File: src/rtl/spi_ram_pkg.sv
// spi_ram_pkg: command and state encodings shared by the SPI RAM and its users.
package spi_ram_pkg;

    typedef enum logic [1:0] {
        CMD_WR_ADDR = 2'b00,
        CMD_WR_DATA = 2'b01,
        CMD_RD_ADDR = 2'b10,
        CMD_RD_DATA = 2'b11
    } cmd_e;

    typedef enum logic {
        IDLE,
        TX_HOLD_ST
    } ram_state_e;

endpackage

File: src/rtl/spi_sp_ram.sv
// spi_sp_ram: single-port RAM driven by SPI slave command words; reads are
// returned on dout with tx_valid held long enough for the slave to shift them out.
module spi_sp_ram
    import spi_ram_pkg::*;
#(
    parameter int MEM_DEPTH = 256,
    parameter int ADDR_SIZE = 8,
    parameter int TX_HOLD   = 9
) (
    input  logic       clk,
    input  logic       rst_n,
    input  logic [9:0] din,
    input  logic       rx_valid,
    output logic [7:0] dout,
    output logic       tx_valid,
    output logic       err
);

    localparam int CW = $clog2(TX_HOLD + 1);

    logic [7:0]           mem [MEM_DEPTH];
    logic                 rx_q;
    logic [ADDR_SIZE-1:0] wr_addr_q, wr_addr_d, rd_addr_q, rd_addr_d;
    logic                 wr_vld_q, wr_vld_d, rd_vld_q, rd_vld_d;
    logic [7:0]           dout_q, dout_d;
    logic                 err_q, err_d;
    logic [CW-1:0]        cnt_q, cnt_d;
    ram_state_e           state_q, state_d;
    logic                 acc, mem_we, rd_ok;
    cmd_e                 cmd;

    // A command only counts on the rising edge of the slave's level-valid.
    assign acc = rx_valid && !rx_q;
    assign cmd = cmd_e'(din[9:8]);

    always_comb begin
        wr_addr_d = wr_addr_q;
        wr_vld_d  = wr_vld_q;
        rd_addr_d = rd_addr_q;
        rd_vld_d  = rd_vld_q;
        dout_d    = dout_q;
        err_d     = 1'b0;
        mem_we    = 1'b0;
        rd_ok     = 1'b0;
        if (acc) begin
            case (cmd)
                CMD_WR_ADDR: begin
                    wr_addr_d = din[ADDR_SIZE-1:0];
                    wr_vld_d  = 1'b1;
                end
                CMD_WR_DATA: begin
                    mem_we = wr_vld_q;
                    err_d  = !wr_vld_q;
                end
                CMD_RD_ADDR: begin
                    rd_addr_d = din[ADDR_SIZE-1:0];
                    rd_vld_d  = 1'b1;
                end
                CMD_RD_DATA: begin
                    rd_ok = rd_vld_q;
                    err_d = !rd_vld_q;
                    if (rd_vld_q) dout_d = mem[rd_addr_q];
                end
            endcase
        end
    end

    // Any accepted command ends a hold; a good read restarts it from zero.
    always_comb begin
        state_d = state_q;
        cnt_d   = cnt_q;
        if (rd_ok) begin
            state_d = TX_HOLD_ST;
            cnt_d   = '0;
        end else if (acc || (state_q == TX_HOLD_ST && cnt_q == CW'(TX_HOLD - 1))) begin
            state_d = IDLE;
            cnt_d   = '0;
        end else if (state_q == TX_HOLD_ST) begin
            cnt_d = cnt_q + 1'b1;
        end
    end

    always_ff @(posedge clk or negedge rst_n) begin
        if (!rst_n) begin
            rx_q      <= 1'b0;
            wr_addr_q <= '0;
            wr_vld_q  <= 1'b0;
            rd_addr_q <= '0;
            rd_vld_q  <= 1'b0;
            dout_q    <= '0;
            err_q     <= 1'b0;
            cnt_q     <= '0;
            state_q   <= IDLE;
        end else begin
            rx_q      <= rx_valid;
            wr_addr_q <= wr_addr_d;
            wr_vld_q  <= wr_vld_d;
            rd_addr_q <= rd_addr_d;
            rd_vld_q  <= rd_vld_d;
            dout_q    <= dout_d;
            err_q     <= err_d;
            cnt_q     <= cnt_d;
            state_q   <= state_d;
        end
    end

    // Array is deliberately outside the reset domain so contents survive rst_n.
    always_ff @(posedge clk) begin
        if (mem_we) mem[wr_addr_q] <= din[7:0];
    end

    assign dout     = dout_q;
    assign err      = err_q;
    assign tx_valid = (state_q == TX_HOLD_ST);

endmodule

File: config.mk
export PLATFORM = sky130hd
export DESIGN_NAME = spi_sp_ram
export DESIGN_NICKNAME = d
export VERILOG_FILES = /design/src/rtl/spi_ram_pkg.sv /design/src/rtl/spi_sp_ram.sv
export SDC_FILE = /design/constraint.sdc
export NUM_CORES = 2
export LEC_CHECK = 0
export BUFFER_PORTS_ARGS = -buffer_cell sky130_fd_sc_hd__buf_2
export CAP_MARGIN = 5
export CORE_AREA = 2 2 344 483
export CTS_CLUSTER_DIAMETER = 30
export DETAILED_ROUTE_END_ITERATION = 6
export DIE_AREA = 0 0 346 485
export SLEW_MARGIN = 10
export SYNTH_ARGS = -nofsm -noshare
export SYNTH_HDL_FRONTEND = slang
export SYNTH_SLANG_ARGS = --single-unit
File: constraint.sdc
create_clock -name clk -period 6.56 [get_ports clk]
set_input_delay 1.312 -clock clk [delete_from_list [all_inputs] [get_ports clk]]
set_output_delay 1.312 -clock clk [all_outputs]
set_load 0.05 [all_outputs]
# Word level (Yosys, flattened, before mapping)
# Memory sizes are Yosys's and may differ from the RTL's. A register that Yosys moved wholly into a read port is not among the register bits.
# Index checks and enable logic that the tools add are counted.
# word_totals
regBits,25
latch_bits,0
ramBits,2048
rom_bits,0
inputBits,13
out_inout_bits,10
word_cells,40
mem_count,1
# memory_table
name,words,word_bits,read_ports,rd_clocked_by_memory_dff,write_ports,line_no,text
mem,256,8,1,1,1,spi_sp_ram.sv:21,logic [7:0] mem [MEM_DEPTH];
# classes
n_addsub,1
multipliers,0
div,0
order_cmp,0
n_eq_ne,4
n_shift,0
mux,13
bitwise_logic,0
n_reduce_logical,13
# op_table
cell,count
$mux 4,3
$mux 1,9
$add 4x1->4 const B,1
$eq 2x2->1 const B,2
$eq 4x4->1 const B,1
$logic_not 1->1,4
$reduce_and 2->1,2
$reduce_and 3->1,1
$reduce_bool 3->1,1
$eq 2x1->1 const B,1
$logic_and 1x1->1,2
$logic_not 2->1,1
$pmux 1 s2,1
$reduce_bool 2->1,1
$logic_or 1x1->1,1

# Longest topological paths before layout
# logic_depth
depth_word,5
ltp_mapped,13
depth_no_buf,7

# Worst setup path before layout
# No wires, ideal clock.
# synth_timing
kind,input-to-reg
start,input port rx_valid
end,memory mem[221][0] (enable)
setup_time_ps,370
arrival_time_ps,2823
required_time_ps,6190
slack_ps,3367
cell_stages,6
n_path_buf,1
cell_sequence,and3b_1 nand2_1 nor3b_1 nand3_1 clkbuf_1 nor2_1
# synth_via
elab_chain_cells,4
# synth_lines
element,line_no,text
start: declaration,spi_sp_ram.sv:13,"input logic rx_valid,"
$logic_and 1x1->1,spi_sp_ram.sv:33,assign acc = rx_valid && !rx_q;
$mux 1,spi_sp_ram.sv:45,if (acc) begin
$mux 1,spi_sp_ram.sv:109,if (mem_we) mem[wr_addr_q] <= din[7:0];
$mux 1 (implied by the code),spi_sp_ram.sv:109,
end: declaration,spi_sp_ram.sv:21,
# Every way passes these cells.

==> flow_summary.yaml <==
floorplanning:
  fp-row-count: 176
  dieWidth_um: 346
  io_pins: 23
  dieArea_um2: 168000
  die_h_um: 485
  core_area_um2: 163000
  initial_core_util: 0.498
timing:
  hold_violations: 0
  hold_ws_ns: 0.465
  setup_viol: 0
  drv_slew: 0
  finalWorstSetupSlack_ns: 2.20
  skew_ns: 0.0411
  max-slew-margin-rel: 0.0902
  max_freq_ghz: 0.229
  period_share: 0.665
  rsz0062_at_grt: "false"
  fin_setup_tns_ns: 0
  min_period_ns: 4.36
  worst_pin_slew_ns: 1.35
clock_tree:
  h-tree-depth: 5
  insertion_delay_ns: 0.93
  cts_tree: "yes"
  cts_root_buf: "clkbuf_16"
  cts_sinks: 2081
  cts_hold_buffers: 0
  clockBufferDepth: 4
  post_cts_resized: 0
  cts_buffers: 333
  clkTransAtPathRegs_ns: 0.05
  postCtsSetupRepairBufs: 0
finish:
  area_growth_pct: 16.5
  nets: 4324
  final_util: 0.580
  fin_area_um2: 94700
  stdcell_count: 6702
  drive_gt1_frac: 0.231
global_route:
  grt_pass1_wl_mm: 318
  grt_pass1_vias: 43100
  grt-ovfl-total: 0
  antenna_found_initial: 6
  grt_max_degree: 173
  grt.total_usage: 0.269
yosys:
  synthTopCellsByArea: "edfxtp_1 (76%), mux4_2 (9.1%), mux2i_1 (4.8%)"
  synth_edf_count: 2048
  ys_seq_area_frac: 0.766
  syn_area_per_cell_um2: 19.9
  syn_area_um2: 81300
  syn_inst: 4086
  synth_nets: 4101
  post-synth-top-area-fraction: 0.756
  synth_most_common_cell: "edfxtp_1"
  synth_seq_cells: 2081
  ys_async_sr_fraction: 0.0159
  yosysTopAreaCell: "edfxtp_1"
  yosys_most_used_dff: "edfxtp_1"
  synthTopCellsByCount: "edfxtp_1 (2,048), mux2i_1 (394), mux4_2 (330)"
  ys_types: 63
  yosysWarnings: 0
placement:
  place_ws_ns: 2.24
  globalplace.congestion: 0.871
  dpl_cell_area_um2: 83600
  placement.io_buffers: 22
  hpwl_mm: 137
  dp_cells: 6110
power:
  ir_drop_uv: 324
  power_frac_clock: 0.471
  p_leak_nw: 30.4
  p_int_mw: 27.2
  power.density_nw_per_um2: 387
  swShare: 0.257
  power_mw: 36.7
  power_frac_seq: 0.405
  combPwrFrac: 0.124
  p_switching_mw: 9.44
routing:
  wirelength_mm: 225
  vias: 42000
  ant_nets: 0
  vias_per_cell: 6.27
  drtIter0Drc: 4456
  wire_per_inst_um: 33.6
  firstDrtPassIters: 6
  drc_errors: 0
outcome:
  status: "completed"
critical_path:
  critPathArrivalTime_ns: 5.13
  endpoint_kind: "flop"
  critPathLaunchType: "flop"
  critPathKind: "reg -> reg"
  worstPathRequired_ns: 7.33
  worst-path-max-fanout: 25
run:
  drv_cap: 0
min_path:
  hp-class: "reg -> reg"
-- placed cells by master, fill, tap and decap left out, types with 27 or more instances in the layout --
cell type and count:
clkbuf_16 338, a21oi_1 69, mux4_2 330, o22ai_1 131, clkinvlp_4 35, bufinv_16 34
edfxtp_1 2048, dfrtp_1 29, o21ai_0 59, o221ai_1 57, nand2_1 94, clkinv_2 35
buf_4 95, nand3_1 27, a211oi_1 48, clkinv_1 29, nor2_1 287, mux2i_1 394
inv_6 38
-- metal layers --
| layer | global-route usage | vias up | wire length, um |
|---|---|---|---|
| li1 | - | 17400 | - |
| met1 | 0.334 | 22100 | 82500 |
| met2 | 0.453 | 2040 | 114000 |
| met3 | 0.0565 | 453 | 17900 |
| met4 | 0.125 | 0 | 10900 |
| met5 | 0 | - | 0 |
-- worst max-delay path, stage by stage, from the launching register on --
cell and delay (ns):
dfrtp_4 0.72, buf_4 0.34, nand3b_1 0.49, buf_4 0.45, o22ai_1 0.11, nor3_1 1.03
a31oi_1 0.64, nand3_1 0.26, o31ai_1 0.09
-- power groups by stage --
stage | combinational (mW) | sequential [mW] | clock (mW)
after floorplan | 2.85 | 15.1 | 0
after global placement | 4.50 | 15.1 | 0
after detailed placement | 4.52 | 15.1 | 0
after CTS | 4.54 | 14.9 | 17.4
after global routing | 4.68 | 14.9 | 18.0
final | 4.53 | 14.9 | 17.3
-- worst paths after layout --
path / endpoint / slack [ns] / from / cells after the start
setup / recovery: dout[7] / 2.20 / rd_addr_q[2] / 8
hold / removal: wr_vld_q / 0.47 / wr_vld_q / 1
setup reg to reg: dout[7] / 2.20 / rd_addr_q[2] / 8
hold reg to reg: wr_vld_q / 0.47 / wr_vld_q / 1
max in group asynchronous: rd_addr_q[2] / 5.20 / rst_n / 1
min in group asynchronous: dout[4] / 0.55 / rst_n / 1
-- kinds of logic after synthesis --
family / share of synthesized area
xor gates and xnor gates: 0.000215
and+or+nand+nor: 0.0273
DFF: 0.766
adders and majority gates: 0.000308
muxes: 0.143
AOI/OAI and AO/OA: 0.0418
buffers and inverters: 0.0212
-- sequential cells by signal, indices dropped and copies added, names as in the netlist --
signal	flops
cnt_q	4
dout	8
err	1
mem	2048
rd_addr_q	8
rd_vld_q	1
rx_q	1
tx_valid	1
wr_addr_q	8
wr_vld_q	1
-- cell type report --
class,count,area (um^2)
Clock inverter,217,2390
Sequential cell,2081,62300
Antenna cell,2,5.00
Tap cell,2136,2670
Fill cell,12000,68700
Multi-Input combinational cell,1753,17400
Inverter,6,25.0
Clock buffer,373,8690
Timing Repair Buffer,134,1230
Note: power is estimated with default switching activity, not from simulation.
